<file path="config.mk">
export PLATFORM = sky130hd
export DESIGN_NAME = pc_unit
export DESIGN_NICKNAME = d
export VERILOG_FILES = /design/src/rtl/pc_pkg.sv /design/src/rtl/pc_ras.sv /design/src/rtl/pc_unit.sv
export SDC_FILE = /design/constraint.sdc
export NUM_CORES = 1
export LEC_CHECK = 0
export CORE_ASPECT_RATIO = 0.9
export CORE_MARGIN = 3
export CORE_UTILIZATION = 30
export DETAILED_ROUTE_END_ITERATION = 8
export GPL_ROUTABILITY_DRIVEN = 0
export PLACE_DENSITY = 0.59
export SYNTH_ARGS = -nofsm -noshare
export SYNTH_HDL_FRONTEND = slang
export SYNTH_SLANG_ARGS = --single-unit
export TNS_END_PERCENT = 100
</file>
<file path="constraint.sdc">
create_clock -name clk -period 6.24 [get_ports clk]
set_input_delay 0.936 -clock clk [delete_from_list [all_inputs] [get_ports clk]]
set_output_delay 0.936 -clock clk [all_outputs]
set_load 0.01 [all_outputs]
</file>
<file path="src/rtl/pc_pkg.sv">
// Shared types and sizing helpers for the program counter and its return-address stack.
package pc_pkg;

    typedef enum logic [2:0] {
        SEL_SEQ,
        SEL_BR,
        SEL_JMP,
        SEL_CALL,
        SEL_RET
    } pc_sel_e;

    localparam int unsigned RAS_DEPTH_DEF = 4;
    localparam int unsigned RAS_PTR_W     = $clog2(RAS_DEPTH_DEF);

    function automatic int unsigned ras_ptr_w(input int unsigned depth);
        return (depth > 1) ? $clog2(depth) : 1;
    endfunction

endpackage

</file>
<file path="src/rtl/pc_ras.sv">
// Circular return-address stack: push overwrites the oldest entry when full,
// pop on empty is a no-op reported through the underflow pulse.
module pc_ras
    import pc_pkg::*;
#(
    parameter int unsigned ADDR_W    = 8,
    parameter int unsigned RAS_DEPTH = RAS_DEPTH_DEF,
    parameter int unsigned PTR_W     = RAS_PTR_W
) (
    input  logic              clk,
    input  logic              rst,
    input  logic              push,
    input  logic              pop,
    input  logic [ADDR_W-1:0] din,
    output logic [ADDR_W-1:0] dout,
    output logic              empty,
    output logic              full,
    output logic              overflow,
    output logic              underflow
);

    localparam logic [PTR_W:0] CNT_MAX = (PTR_W + 1)'(RAS_DEPTH);

    logic [ADDR_W-1:0] mem [RAS_DEPTH];
    logic [PTR_W-1:0]  wptr;
    logic [PTR_W-1:0]  top_ptr;
    logic [PTR_W:0]    count;

    assign top_ptr   = wptr - PTR_W'(1);
    assign dout      = mem[top_ptr];
    assign empty     = (count == '0);
    assign full      = (count == CNT_MAX);
    assign overflow  = push && full;
    assign underflow = pop && empty;

    // When full, wptr already points at the oldest entry, so a push overwrites it.
    always_ff @(posedge clk or negedge rst) begin
        if (!rst) begin
            wptr  <= '0;
            count <= '0;
        end else if (push) begin
            wptr <= wptr + PTR_W'(1);
            if (!full)
                count <= count + (PTR_W + 1)'(1);
        end else if (pop && !empty) begin
            wptr  <= top_ptr;
            count <= count - (PTR_W + 1)'(1);
        end
    end

    always_ff @(posedge clk) begin
        if (push)
            mem[wptr] <= din;
    end

endmodule

</file>
<file path="src/rtl/pc_unit.sv">
// Program counter with prioritised next-address select (ret > call > jmp > branch > seq),
// internal return-address stack and sticky overflow/underflow flags.
module pc_unit
    import pc_pkg::*;
#(
    parameter int unsigned       ADDR_W    = 8,
    parameter int unsigned       STEP      = 1,
    parameter logic [ADDR_W-1:0] RESET_VEC = '0,
    parameter int unsigned       RAS_DEPTH = RAS_DEPTH_DEF
) (
    input  logic              clk,
    input  logic              rst,
    input  logic              en,
    input  logic              br_taken,
    input  logic [ADDR_W-1:0] br_off,
    input  logic              jmp,
    input  logic              call,
    input  logic              ret,
    input  logic [ADDR_W-1:0] tgt,
    input  logic              clr_err,
    output logic [ADDR_W-1:0] pc,
    output logic [ADDR_W-1:0] pc_plus,
    output logic              ras_empty,
    output logic              ras_full,
    output logic              ovf,
    output logic              udf
);

    pc_sel_e           sel;
    logic [ADDR_W-1:0] pc_next;
    logic [ADDR_W-1:0] ras_top;
    logic              push;
    logic              pop;
    logic              ras_ovf;
    logic              ras_udf;

    assign pc_plus = pc + ADDR_W'(STEP);

    always_comb begin
        sel = SEL_SEQ;
        if (ret)
            sel = SEL_RET;
        else if (call)
            sel = SEL_CALL;
        else if (jmp)
            sel = SEL_JMP;
        else if (br_taken)
            sel = SEL_BR;
    end

    // Only the winning request touches the stack, and only while advancing.
    assign push = en && (sel == SEL_CALL);
    assign pop  = en && (sel == SEL_RET);

    always_comb begin
        pc_next = pc_plus;
        case (sel)
            SEL_RET:  pc_next = ras_empty ? RESET_VEC : ras_top;
            SEL_CALL: pc_next = tgt;
            SEL_JMP:  pc_next = tgt;
            SEL_BR:   pc_next = pc_plus + br_off;
            default:  pc_next = pc_plus;
        endcase
    end

    always_ff @(posedge clk or negedge rst) begin
        if (!rst)
            pc <= RESET_VEC;
        else if (en)
            pc <= pc_next;
    end

    // Set events win over a simultaneous clear.
    always_ff @(posedge clk or negedge rst) begin
        if (!rst) begin
            ovf <= 1'b0;
            udf <= 1'b0;
        end else begin
            if (ras_ovf)
                ovf <= 1'b1;
            else if (clr_err)
                ovf <= 1'b0;
            if (ras_udf)
                udf <= 1'b1;
            else if (clr_err)
                udf <= 1'b0;
        end
    end

    pc_ras #(
        .ADDR_W    (ADDR_W),
        .RAS_DEPTH (RAS_DEPTH),
        .PTR_W     (ras_ptr_w(RAS_DEPTH))
    ) u_ras (
        .clk       (clk),
        .rst       (rst),
        .push      (push),
        .pop       (pop),
        .din       (pc_plus),
        .dout      (ras_top),
        .empty     (ras_empty),
        .full      (ras_full),
        .overflow  (ras_ovf),
        .underflow (ras_udf)
    );

endmodule

</file>
Yosys cells after proc, flatten, opt, wreduce, memory -nomap -nowiden:

Memory sizes are Yosys's and may differ from the RTL's.
Cells that the tools add are included.

* memory bits (writable): 32
* logic and storage cells: 46
* bits in registers: 15
* input port bits: 24
* memories kept: 1
* output and inout port bits: 20

* muxes and demuxes: 16
* add/sub/neg operators: 6
* reductions and logical operators: 12
* eq/ne operators: 6

Memories
* u_ras.mem: words 4, width 8, rd ports 1, clocked after memory_dff 0, write ports 1, RTL line pc_ras.sv:24 `logic [ADDR_W-1:0] mem [RAS_DEPTH];`

Operators by type and width (number)
* case mux 8 bit (3 select lines): 1
* 2-to-1 mux 3 bit: 4
* adder 8 x 1 -> 8 bit (second input constant): 1
* adder 8 bit: 1
* 2-to-1 mux 2 bit: 4
* 2-to-1 mux 8 bit: 1
* == test 3 x 2 -> 1 bit (second input constant): 2
* == test 3 bit (second input constant): 2
* 2-to-1 mux 1 bit: 6
* nonzero test 2 bit: 3
* logical AND 1 bit: 5
* adder 3 x 1 -> 3 bit (second input constant): 1
* == test 3 x 1 -> 1 bit (second input constant): 1
* logical NOT 3 bit: 1
* subtractor 3 x 1 -> 3 bit (second input constant): 1
* adder 2 x 1 -> 2 bit (second input constant): 1
* inequality test 2 bit (second input constant): 1
* AND reduction 2 bit: 1
* OR reduction 2 bit: 1
* subtractor 2 x 1 -> 2 bit (second input constant): 1
* logical NOT 1 bit: 1

Longest topological paths before layout:

Gate-level depths: netlist (run 1).

* depth in word-level cells: 9
* depth in mapped cells: 9
* mapped depth without buffers: 9

Hierarchy:

A second synthesis (run 1) with hierarchy kept.

* cell total of the unflattened synthesis: 223
* area, all modules: 2662.6 sq um

Modules (own cells, without submodules)
* pc_ras: sequential area each 1086.0 sq um, area each 1576.5 sq um, cells an instance 88, instances 1
* pc_unit: sequential area each 250.2 sq um, area each 1086.0 sq um, cells an instance 135, instances 1

Worst setup path after synthesis (run 1):

Ideal clock, no wire load.

* path type: register to register
* start: register pc[0]
* end: register pc[5]
* library setup time: 77 ps
* data required time: 6163 ps
* stages on the path, launching flop included: 9
* setup slack: 3751 ps
* arrival time: 2412 ps
* cell sequence: dfrtp_1 > ha_1 > xor2_1 > ha_1 > a21oi_1 > a21oi_1 > o21ai_0 > or3b_1 > a21oi_1

* longest elaborated chain between the ends: 3

Ends and longest elaborated chain
* start: declaration: RTL line pc_unit.sv:21 `output logic [ADDR_W-1:0] pc,`
* start signal: assignment: RTL line pc_unit.sv:70 `pc <= pc_next;`
* adder 8 x 1 -> 8 bit: RTL line pc_unit.sv:37 `assign pc_plus = pc + ADDR_W'(STEP);`
* net pc_plus[2]: RTL line pc_unit.sv:22 `output logic [ADDR_W-1:0] pc_plus,`
* adder 8 bit: RTL line pc_unit.sv:61 `SEL_BR: pc_next = pc_plus + br_off;`
* case mux 8 bit (3 select lines): RTL line pc_unit.sv:57 `case (sel)`

The timed path passes the listed nets, and every way through them passes these cells.
A chain may end at the register's enable or synchronous reset.

Worst setup path after layout (run 1):

* start: register pc[0]
* end: output port pc_plus[4]

* longest elaborated chain between the ends: 1

Ends and longest elaborated chain (RTL line)
* adder 8 x 1 -> 8 bit: pc_unit.sv:37
* end: declaration: pc_unit.sv:22

Every way passes these cells.

==> impl_metrics.ini, run 1 <==
[hold_path]
timing.hold.worst_path_depth = 2
holdPathEnd = ovf
hp-start = ovf
hold_path.class = flop to flop

[synthesis]
synth_edf_count = 32
synth_ff_type = sky130_fd_sc_hd__edfxtp_1
synth_area_mm2 = 0.00259
synth_largest_area_cell = sky130_fd_sc_hd__edfxtp_1
seq_area_frac_synth = 0.516
syn_inst = 212
post_synthesis_sequential_element_count = 47
post_synth_num_cell_types = 52
syn_avg_cell_area_um2 = 12.2
synth.top_cells.by_area = sky130_fd_sc_hd__edfxtp_1 (37%), sky130_fd_sc_hd__dfrtp_1 (14%), sky130_fd_sc_hd__mux4_2 (7.0%)
async_flop_share = 0.319
synth.net_count = 251
top_cell_type_s_share_of_synthesized_area = 0.371
ys_warn_count = 0

[sta]
setup_slack_ns = 2.87
max_clock_freq_ghz = 0.297
clock_skews_ns = 0.00631
max_slew_margin = 0.477
timing.setup.tns_ns = 0
timing_hold_violations_final = 0
finalSetupViolCount = 0
max_slew.worst_pin.slew_ns = 0.779
final-max-slew-violation-count = 0
layout_worst_path_cycle_share = 0.540
setup_repair_after_global_routing_missed_its_margin = false
period_needed_ns = 3.37

[clocking]
clk_latency_ns = 0.29
clock-root-buffer = sky130_fd_sc_hd__clkbuf_8
cts_post_setup_buffers_inserted = 0
tritoncts = built
clock_tree_buffer_depth = 2
cts_num_sinks = 47
htreeDepth = 2
holdBufCountCts = 0
clkTransAtPathRegs_ns = 0.08
post_cts_resize_count = 0
cts_inserted_buffers = 5

[final_layout]
syn2layout_area_growth_pct = 24.7
layout_cells_excl_fill = 372
ant_cells = 0
drive_above_1_share = 0.0973
design.final.nets = 295
final_core_util = 0.393

[routing]
number_of_vias_per_cell_after_detailed_routing = 4.94
postRouteWirelength_um = 6310
detail_route.first_pass.iterations = 4
detail_route.drc_violations = 0
wl_per_instance_um = 17.0
routed-via-count = 1838
ant_nets = 0
detail_route.iter0.violations = 108

[critical_path]
worstSetupEndpointType = output port
r2r_start = pc[2]
timing.critical_path.required_ns = 5.30
timing.setup.critical_path_class = flop to output port
crit_path_max_fanout = 8
ff2ff_path_depth = 9
worst-endpoint-arrival_ns = 2.44
capture_instance_of_the_worst_register_to_register_path = pc[6]
start_kind = flop
cp_launch_point = pc[0]
setup.reg_to_reg.worst_slack_ns = 3.39

[floorplan]
floorplan.initialDensity = 0.315
design.core.area_mm2 = 0.00822
core.rowCount = 31
io-pin-count = 44
floorplan.die_area_mm2 = 0.00978
chipHeight_um = 94.1
floorplan.die.width_um = 104

[run]
maxCapViolCount = 0

[power]
ir_drop_v = 0.000127
power.density_cell_area_mw_per_mm2 = 390
leakage_nw = 1.16
total_power_mw = 1.26

[placed_design]
numPortBuffers = 43
dp.final_hpwl_um = 4830
count_of_placed_standard_cells_including_taps = 364
place_worst_setup_slack_ns = 2.93

[global_route]
grt_start_max_net_pins = 16
grt_pass1_wl_um = 9940
number_of_antenna_violations_at_the_first_check_in_global_routing = 0
grt_pass1_vias = 1876
grt.overflow.total = 0
track_usage = 0.131

[outcome]
run_status = completed
-- worst max-delay path, stage by stage, from the launching register on --
cell,delay [ns]
sky130_fd_sc_hd__dfrtp_1,0.46
sky130_fd_sc_hd__ha_1,0.26
sky130_fd_sc_hd__nand3_1,0.11
sky130_fd_sc_hd__xnor2_1,0.64
sky130_fd_sc_hd__clkdlybuf4s50_1,0.68
-- kinds of logic after synthesis --
kind of cell	count (synthesis)	synth area share
AOI/OAI and AO/OA	48	0.119
xor gates and xnor gates	13	0.0493
adders and majority gates	15	0.0783
buffers and inverters	17	0.0285
DFF	47	0.516
muxes	11	0.0822
and+or+nand+nor	61	0.127
-- cell usage in the layout (no fill, tap or decap), types with 8 or more instances in the layout --
| cell type | instances |
|---|---|
| sky130_fd_sc_hd__edfxtp_1 | 32 |
| sky130_fd_sc_hd__a21oi_1 | 16 |
| sky130_fd_sc_hd__o21ai_0 | 9 |
| sky130_fd_sc_hd__nand2_1 | 19 |
| sky130_fd_sc_hd__inv_1 | 9 |
| sky130_fd_sc_hd__mux4_2 | 8 |
| sky130_fd_sc_hd__dfrtp_1 | 15 |
| sky130_fd_sc_hd__ha_1 | 13 |
| sky130_fd_sc_hd__clkdlybuf4s50_1 | 43 |
| sky130_fd_sc_hd__nor2_1 | 9 |
| sky130_fd_sc_hd__nand3_1 | 8 |
-- through the flow --
| step | hold slack (ns) | cell area [µm²] |
|---|---|---|
| after floorplan | 0.480 | 2590 |
| after global placement | 0.519 | 3130 |
| after detailed placement | 0.528 | 3130 |
| after CTS | 0.540 | 3230 |
| after global routing | 0.553 | 3230 |
| final | 0.531 | 3230 |
-- state kept, by name (all words and copies together), names as in the netlist --
| register | flops |
|---|---|
| ovf | 1 |
| pc | 8 |
| u_ras.wptr | 2 |
| u_ras.count | 3 |
| udf | 1 |
| u_ras.mem | 32 |
-- synthesized netlist by cell type, drive strengths merged, types with 2 or more instances --
library cell	number
o211ai	2
nor2	9
nor3	7
clkbuf	4
edfxtp	32
o31ai	3
nor3b	3
a21oi	16
xnor2	6
a2bb2oi	2
nand3	9
nand2	19
or3b	2
a311oi	2
a21o	2
buf	2
o22ai	2
and2	4
fa	2
o21a	2
o21ai	10
inv	11
ha	13
mux2	2
xor2	6
dfrtp	15
mux4	8
-- power breakdown --
group          internal (mW)  switching, mW
clock                 0.0905          0.103
sequential             0.410         0.0747
combinational          0.285          0.296
-- area by class of cell --
cell class	instances	area [µm²]
Sequential cell	47	1340
Fill cell	821	4990
Tap cell	115	144
Clock inverter	2	16.3
Inverter	11	41.3
Multi-Input combinational cell	148	1180
Timing Repair Buffer	43	430
Clock buffer	6	82.6
-- how the worst max path moves through the flow --
stage	to	slack, ns	cells past startpoint
2_1_floorplan	pc[5]	3.75	8
3_3_place_gp	u_ras.count[2]	3.00	8
3_5_place_dp	u_ras.count[2]	2.93	8
4_1_cts	pc_plus[4]	2.86	4
5_1_grt	pc_plus[4]	2.68	4
6_report	pc_plus[4]	2.87	4
-- per-layer routing --
metal | share of wire | up-vias | track usage
li1 | - | 887 | -
met1 | 0.48 | 892 | 0.179
met2 | 0.46 | 51 | 0.210
met3 | 0.051 | 8 | 0.0296
met4 | 0.012 | 0 | 0.0399
met5 | 0 | - | 0
Note: power is estimated with default switching activity, not from simulation.
==> run 2: changes to the inputs <==
==> constraint.sdc (replaced) <==
create_clock -name clk -period 3.15 [get_ports clk]
set_input_delay 0.4725 -clock clk [delete_from_list [all_inputs] [get_ports clk]]
set_output_delay 0.4725 -clock clk [all_outputs]
set_load 0.01 [all_outputs]
==> impl_metrics.ini, run 2 (synthesized netlist as in run 1, its figures left out) <==
[outcome]
run_status = completed

[global_route]
grt_met2_use = 0.210
grt_pass1_wl_um = 10000
grt.met1_usage = 0.189
track_usage = 0.134
grt_pass1_vias = 1851
met3_resource_use_gr = 0.0227
grt.overflow.total = 0
number_of_antenna_violations_at_the_first_check_in_global_routing = 0
grt_busiest_layer = met2
grt_start_max_net_pins = 16

[sta]
timing_hold_violations_final = 0
setup_slack_ns = 0.304
layout_worst_path_cycle_share = 0.903
max_slew.worst_pin.slew_ns = 0.745
hold-worst-slack_ns = 0.523
clock_skews_ns = 0.00609
period_needed_ns = 2.85
max_clock_freq_ghz = 0.351
timing.setup.tns_ns = 0
final-max-slew-violation-count = 0
setup_repair_after_global_routing_missed_its_margin = false
finalSetupViolCount = 0
max_slew_margin = 0.502

[clocking]
holdBufCountCts = 0
post_cts_resize_count = 0
clock-root-buffer = sky130_fd_sc_hd__clkbuf_8
cts_num_sinks = 47
cts_post_setup_buffers_inserted = 0
clock_tree_buffer_depth = 2
clk_latency_ns = 0.30
tritoncts = built
cts_inserted_buffers = 5
htreeDepth = 2
clkTransAtPathRegs_ns = 0.09

[final_layout]
final_common_cell = sky130_fd_sc_hd__clkdlybuf4s50_1
largest_register_ffs = 32
layout_top_registers = u_ras.mem: 32 flops, pc: 8 flops, u_ras.count: 3 flops
most_frequent_cells_in_the_layout = sky130_fd_sc_hd__clkdlybuf4s50_1 (43), sky130_fd_sc_hd__edfxtp_1 (32), sky130_fd_sc_hd__nand2_1 (19)
design.final.nets = 303
drive_above_1_share = 0.121
ant_cells = 0
syn2layout_area_growth_pct = 26.7
largest_register = u_ras.mem
final_core_util = 0.399

[critical_path]
timing.critical_path.required_ns = 2.68
crit_path_max_fanout = 6
timing.critical_path.cells = nand3_2, nor3_2, xor2_1, clkdlybuf4s50_1
worstSetupEndpointType = output port
timing.setup.critical_path_class = flop to output port
worst-endpoint-arrival_ns = 2.37
ff2ff_path_depth = 10
crit_path_max_incr_delay_ns = 0.64
start_kind = flop
worst_path_max_delay_cell = sky130_fd_sc_hd__clkdlybuf4s50_1

[run]
maxCapViolCount = 0

[floorplan]
io-pin-count = 44
floorplan.initialDensity = 0.315
floorplan.die_area_mm2 = 0.00978
chipHeight_um = 94.1
floorplan.die.width_um = 104
design.core.area_mm2 = 0.00822
core.rowCount = 31

[routing]
detail_route.first_pass.iterations = 4
detail_route.drc_violations = 0
wl_per_instance_um = 16.5
routed-via-count = 1847
detail_route.iter0.violations = 66
ant_nets = 0
postRouteWirelength_um = 6270
number_of_vias_per_cell_after_detailed_routing = 4.86

[placed_design]
numPortBuffers = 43
dp.final_hpwl_um = 4830
place_worst_setup_slack_ns = 0.601

[power]
ir_drop_v = 0.000241
leakage_nw = 1.19
power.density_cell_area_mw_per_mm2 = 765

[hold_path]
timing.hold.worst_path_depth = 1
hold_path.class = flop to flop
## run 2: changes by cell type in the layout (fill, tap and decap cells not counted), sizes merged
cell	delta
buf	+8
clkinv	+1
clkbuf	-1
## run 2: critical path, delay by kind of cell, from the launching register on
family / cells / cell delay [ns]
simple gates: 2 / 0.51
flops: 1 / 0.46
xor+xnor: 1 / 0.46
buf+inv: 1 / 0.64
## run 2: per-layer routing
metal / routed length [µm] / share of wire / vias to the layer above
li1: - / - / 898
met1: 3020 / 0.48 / 898
met2: 2830 / 0.45 / 43
met3: 326 / 0.052 / 8
met4: 99 / 0.016 / 0
met5: 0 / 0 / -
## run 2: final timing paths
kind                                     start              to  slack [ns]
worst min register to register  u_ras.count[2]  u_ras.count[2]        0.52
max in group asynchronous                  rst             udf        2.08
worst max-delay path                     pc[2]      pc_plus[7]        0.30
min in group asynchronous                  rst   u_ras.wptr[0]        0.61
worst max register to register           pc[2]           pc[6]        0.63
worst min-delay path            u_ras.count[2]  u_ras.count[2]        0.52
## run 2: per-stage QoR
stage | std cells | cell area (µm²) | total power, mW
6_report | 380 | 3280 | 2.51
3_5_place_dp | 372 | 3190 | 2.17
5_1_grt | 380 | 3280 | 2.70
2_1_floorplan | 212 | 2590 | 1.67
3_3_place_gp | 372 | 3190 | 2.15
4_1_cts | 380 | 3280 | 2.54
## run 2: where the power goes
group	leakage [nW]	switching [mW]	total [mW]	internal, mW
Sequential	0.473	0.104	0.916	0.813
Combinational	0.676	0.619	1.23	0.607
Clock	0.0418	0.211	0.366	0.155
## run 2: cell type report
class	instances	area [µm²]
repair buffers	51	490
well taps	115	144
clock buffers	5	68.8
flip-flops and latches	47	1340
fillers	826	4940
multi-input cells	148	1180
clock inverters	3	20.0
inverters	11	41.3
==> run 3: changes to the inputs <==
--- a/config.mk
+++ b/config.mk
@@ -5,12 +5,15 @@
 export SDC_FILE = /design/constraint.sdc
 export NUM_CORES = 1
 export LEC_CHECK = 0
+export ABC_AREA = 1
 export CORE_ASPECT_RATIO = 0.9
 export CORE_MARGIN = 3
 export CORE_UTILIZATION = 30
 export DETAILED_ROUTE_END_ITERATION = 8
 export GPL_ROUTABILITY_DRIVEN = 0
 export PLACE_DENSITY = 0.59
+export RECOVER_POWER = 50
+export SKIP_LAST_GASP = 1
 export SYNTH_ARGS = -nofsm -noshare
 export SYNTH_HDL_FRONTEND = slang
 export SYNTH_SLANG_ARGS = --single-unit
==> impl_metrics.ini, run 3 <==
[power]
ir_drop_v = 0.000404
leakage_nw = 1.40
power.density_cell_area_mw_per_mm2 = 842

[sta]
max_slew.worst_pin.slew_ns = 0.733
finalSetupViolCount = 0
final-max-slew-violation-count = 0
hold-worst-slack_ns = 0.527
layout_worst_path_cycle_share = 0.843
timing_hold_violations_final = 0
clock_skews_ns = 0.00971
timing.setup.tns_ns = 0
period_needed_ns = 2.65
max_clock_freq_ghz = 0.377
max_slew_margin = 0.510
setup_repair_after_global_routing_missed_its_margin = false

[routing]
routed-via-count = 2191
detail_route.drc_violations = 0
number_of_vias_per_cell_after_detailed_routing = 4.68
postRouteWirelength_um = 6720
ant_nets = 0
detail_route.iter0.violations = 124
detail_route.first_pass.iterations = 6
wl_per_instance_um = 14.4

[clocking]
clkTransAtPathRegs_ns = 0.08
holdBufCountCts = 0
cts_num_sinks = 47
clock_tree_buffer_depth = 2
cts_post_setup_buffers_inserted = 0
tritoncts = built
htreeDepth = 2
clk_latency_ns = 0.30
post_cts_resize_count = 0
cts_inserted_buffers = 5
clock-root-buffer = sky130_fd_sc_hd__clkbuf_8

[floorplan]
floorplan.die_area_mm2 = 0.0100
design.core.area_mm2 = 0.00834
core.rowCount = 31
chipHeight_um = 95.4
io-pin-count = 44
floorplan.initialDensity = 0.319
floorplan.die.width_um = 105

[critical_path]
worst_path_max_delay_cell = sky130_fd_sc_hd__dfrtp_1
worst-path-buf-inv = 1
cp_num_cells = 14
timing.critical_path.cells = ha_1, nand2_1, inv_1, nor2_1, ha_1, or2_1, nand2_1, nor2_1, nor2_1, nand3_1, nand3_1, nand2_1, nand2_1, nand2_1
critical_path.most_common_cell = sky130_fd_sc_hd__nand2_1
r2r_start = pc[0]
timing.critical_path.required_ns = 3.34
timing.setup.critical_path_class = flop to flop
worst-endpoint-arrival_ns = 2.84
crit_path_max_incr_delay_ns = 0.44
capture_instance_of_the_worst_register_to_register_path = pc[7]
ff2ff_path_depth = 14
critical_path_destination = pc[7]
start_kind = flop
cp_top_family = simple AND/OR/NAND/NOR gates
setup.reg_to_reg.worst_slack_ns = 0.50
worstSetupEndpointType = flop
crit_path_max_fanout = 7
cp_launch_point = pc[0]

[synthesis]
post_synth_num_cell_types = 35
top_cell_type_s_share_of_synthesized_area = 0.361
async_flop_share = 0.319
post_synthesis_sequential_element_count = 47
seq_area_frac_synth = 0.502
synth_largest_area_cell = sky130_fd_sc_hd__edfxtp_1
synthMostInstantiatedCell = sky130_fd_sc_hd__nand2_1
synth_ff_type = sky130_fd_sc_hd__edfxtp_1
ys_warn_count = 0
syn_avg_cell_area_um2 = 8.90
synth_commonest_cells = sky130_fd_sc_hd__nand2_1 (69), sky130_fd_sc_hd__edfxtp_1 (32), sky130_fd_sc_hd__inv_1 (32), sky130_fd_sc_hd__nor2_1 (28), sky130_fd_sc_hd__o21ai_0 (19)
synth.top_cells.by_area = sky130_fd_sc_hd__edfxtp_1 (36%), sky130_fd_sc_hd__dfrtp_1 (14%), sky130_fd_sc_hd__nand2_1 (9.7%)
synth.net_count = 338
synth_area_mm2 = 0.00266
synth_edf_count = 32
syn_inst = 299

[final_layout]
syn2layout_area_growth_pct = 26.0
layout_top_registers = u_ras.mem: 32 flops, pc: 8 flops, u_ras.count: 3 flops
largest_register_ffs = 32
final_core_util = 0.402
ant_cells = 0
largest_register = u_ras.mem
drive_above_1_share = 0.0793
design.final.nets = 391
most_frequent_cells_in_the_layout = sky130_fd_sc_hd__nand2_1 (70), sky130_fd_sc_hd__clkdlybuf4s50_1 (35), sky130_fd_sc_hd__inv_1 (33)
final_common_cell = sky130_fd_sc_hd__nand2_1

[outcome]
run_status = completed

[global_route]
track_usage = 0.141
grt_start_max_net_pins = 23
grt.overflow.total = 0
number_of_antenna_violations_at_the_first_check_in_global_routing = 0
grt_pass1_wl_um = 11200
grt_pass1_vias = 2168

[placed_design]
numPortBuffers = 43
dp.final_hpwl_um = 5150

[run]
maxCapViolCount = 0

[hold_path]
hold_path.class = flop to flop
run 3: cells by family (layout without fill, tap and decap cells):
kind of cell,after synthesis,in the layout,share of synthesized area
simple gates,133,133,0.222
compound gates,52,52,0.110
buf+inv,44,98,0.0630
mux,1,1,0.00423
xor+xnor,7,7,0.0230
fa+ha+maj,15,15,0.0761
flops,47,47,0.502
run 3: metrics by stage:
| stage | cell area [µm²] | power [mW] | worst slack, ns | instances |
|---|---|---|---|---|
| CTS | 3360 | 2.86 | 0.489 | 468 |
| detailed placement | 3280 | 2.49 | 0.536 | 460 |
| finish | 3350 | 2.82 | 0.495 | 468 |
| global route | 3350 | 3.08 | 0.195 | 468 |
| global placement | 3280 | 2.46 | 0.603 | 460 |
| floorplan | 2660 | 1.88 | 0.847 | 299 |
run 3: report_power, final:
group | internal [mW] | switching [mW] | leakage, nW
registers | 0.838 | 0.105 | 0.476
logic | 0.615 | 0.906 | 0.887
clock network | 0.155 | 0.203 | 0.0412
run 3: worst reg2reg max path, delay by kind of cell (launching register included):
kind	cells	cell delay, ns
flops	1	0.44
fa+ha+maj	2	0.62
simple gates	11	1.43
buf+inv	1	0.06
run 3: layout make-up:
class / count / area, µm²
inverter: 39 / 146
sequential: 47 / 1340
clock inverter: 2 / 12.5
fill: 838 / 4980
clock buffer: 6 / 72.6
timing repair buffer: 51 / 487
tap: 115 / 144
multi-input combinational: 208 / 1160
run 3: layer usage:
layer  vias up  wire (µm)  global-route usage
li1       1104          -                   -
met1      1032       3320               0.207
met2        50       3060               0.222
met3         5        295              0.0244
met4         0         48              0.0262
met5         -          0                   0
run 3: how the worst min path moves through the flow:
stage	from	to	slack (ns)	depth (start not counted)
global placement	udf	udf	0.52	2
floorplan	rst	ovf	0.18	0
detailed placement	udf	udf	0.52	2
global route	udf	udf	0.56	2
CTS	udf	udf	0.54	2
finish	udf	udf	0.53	2
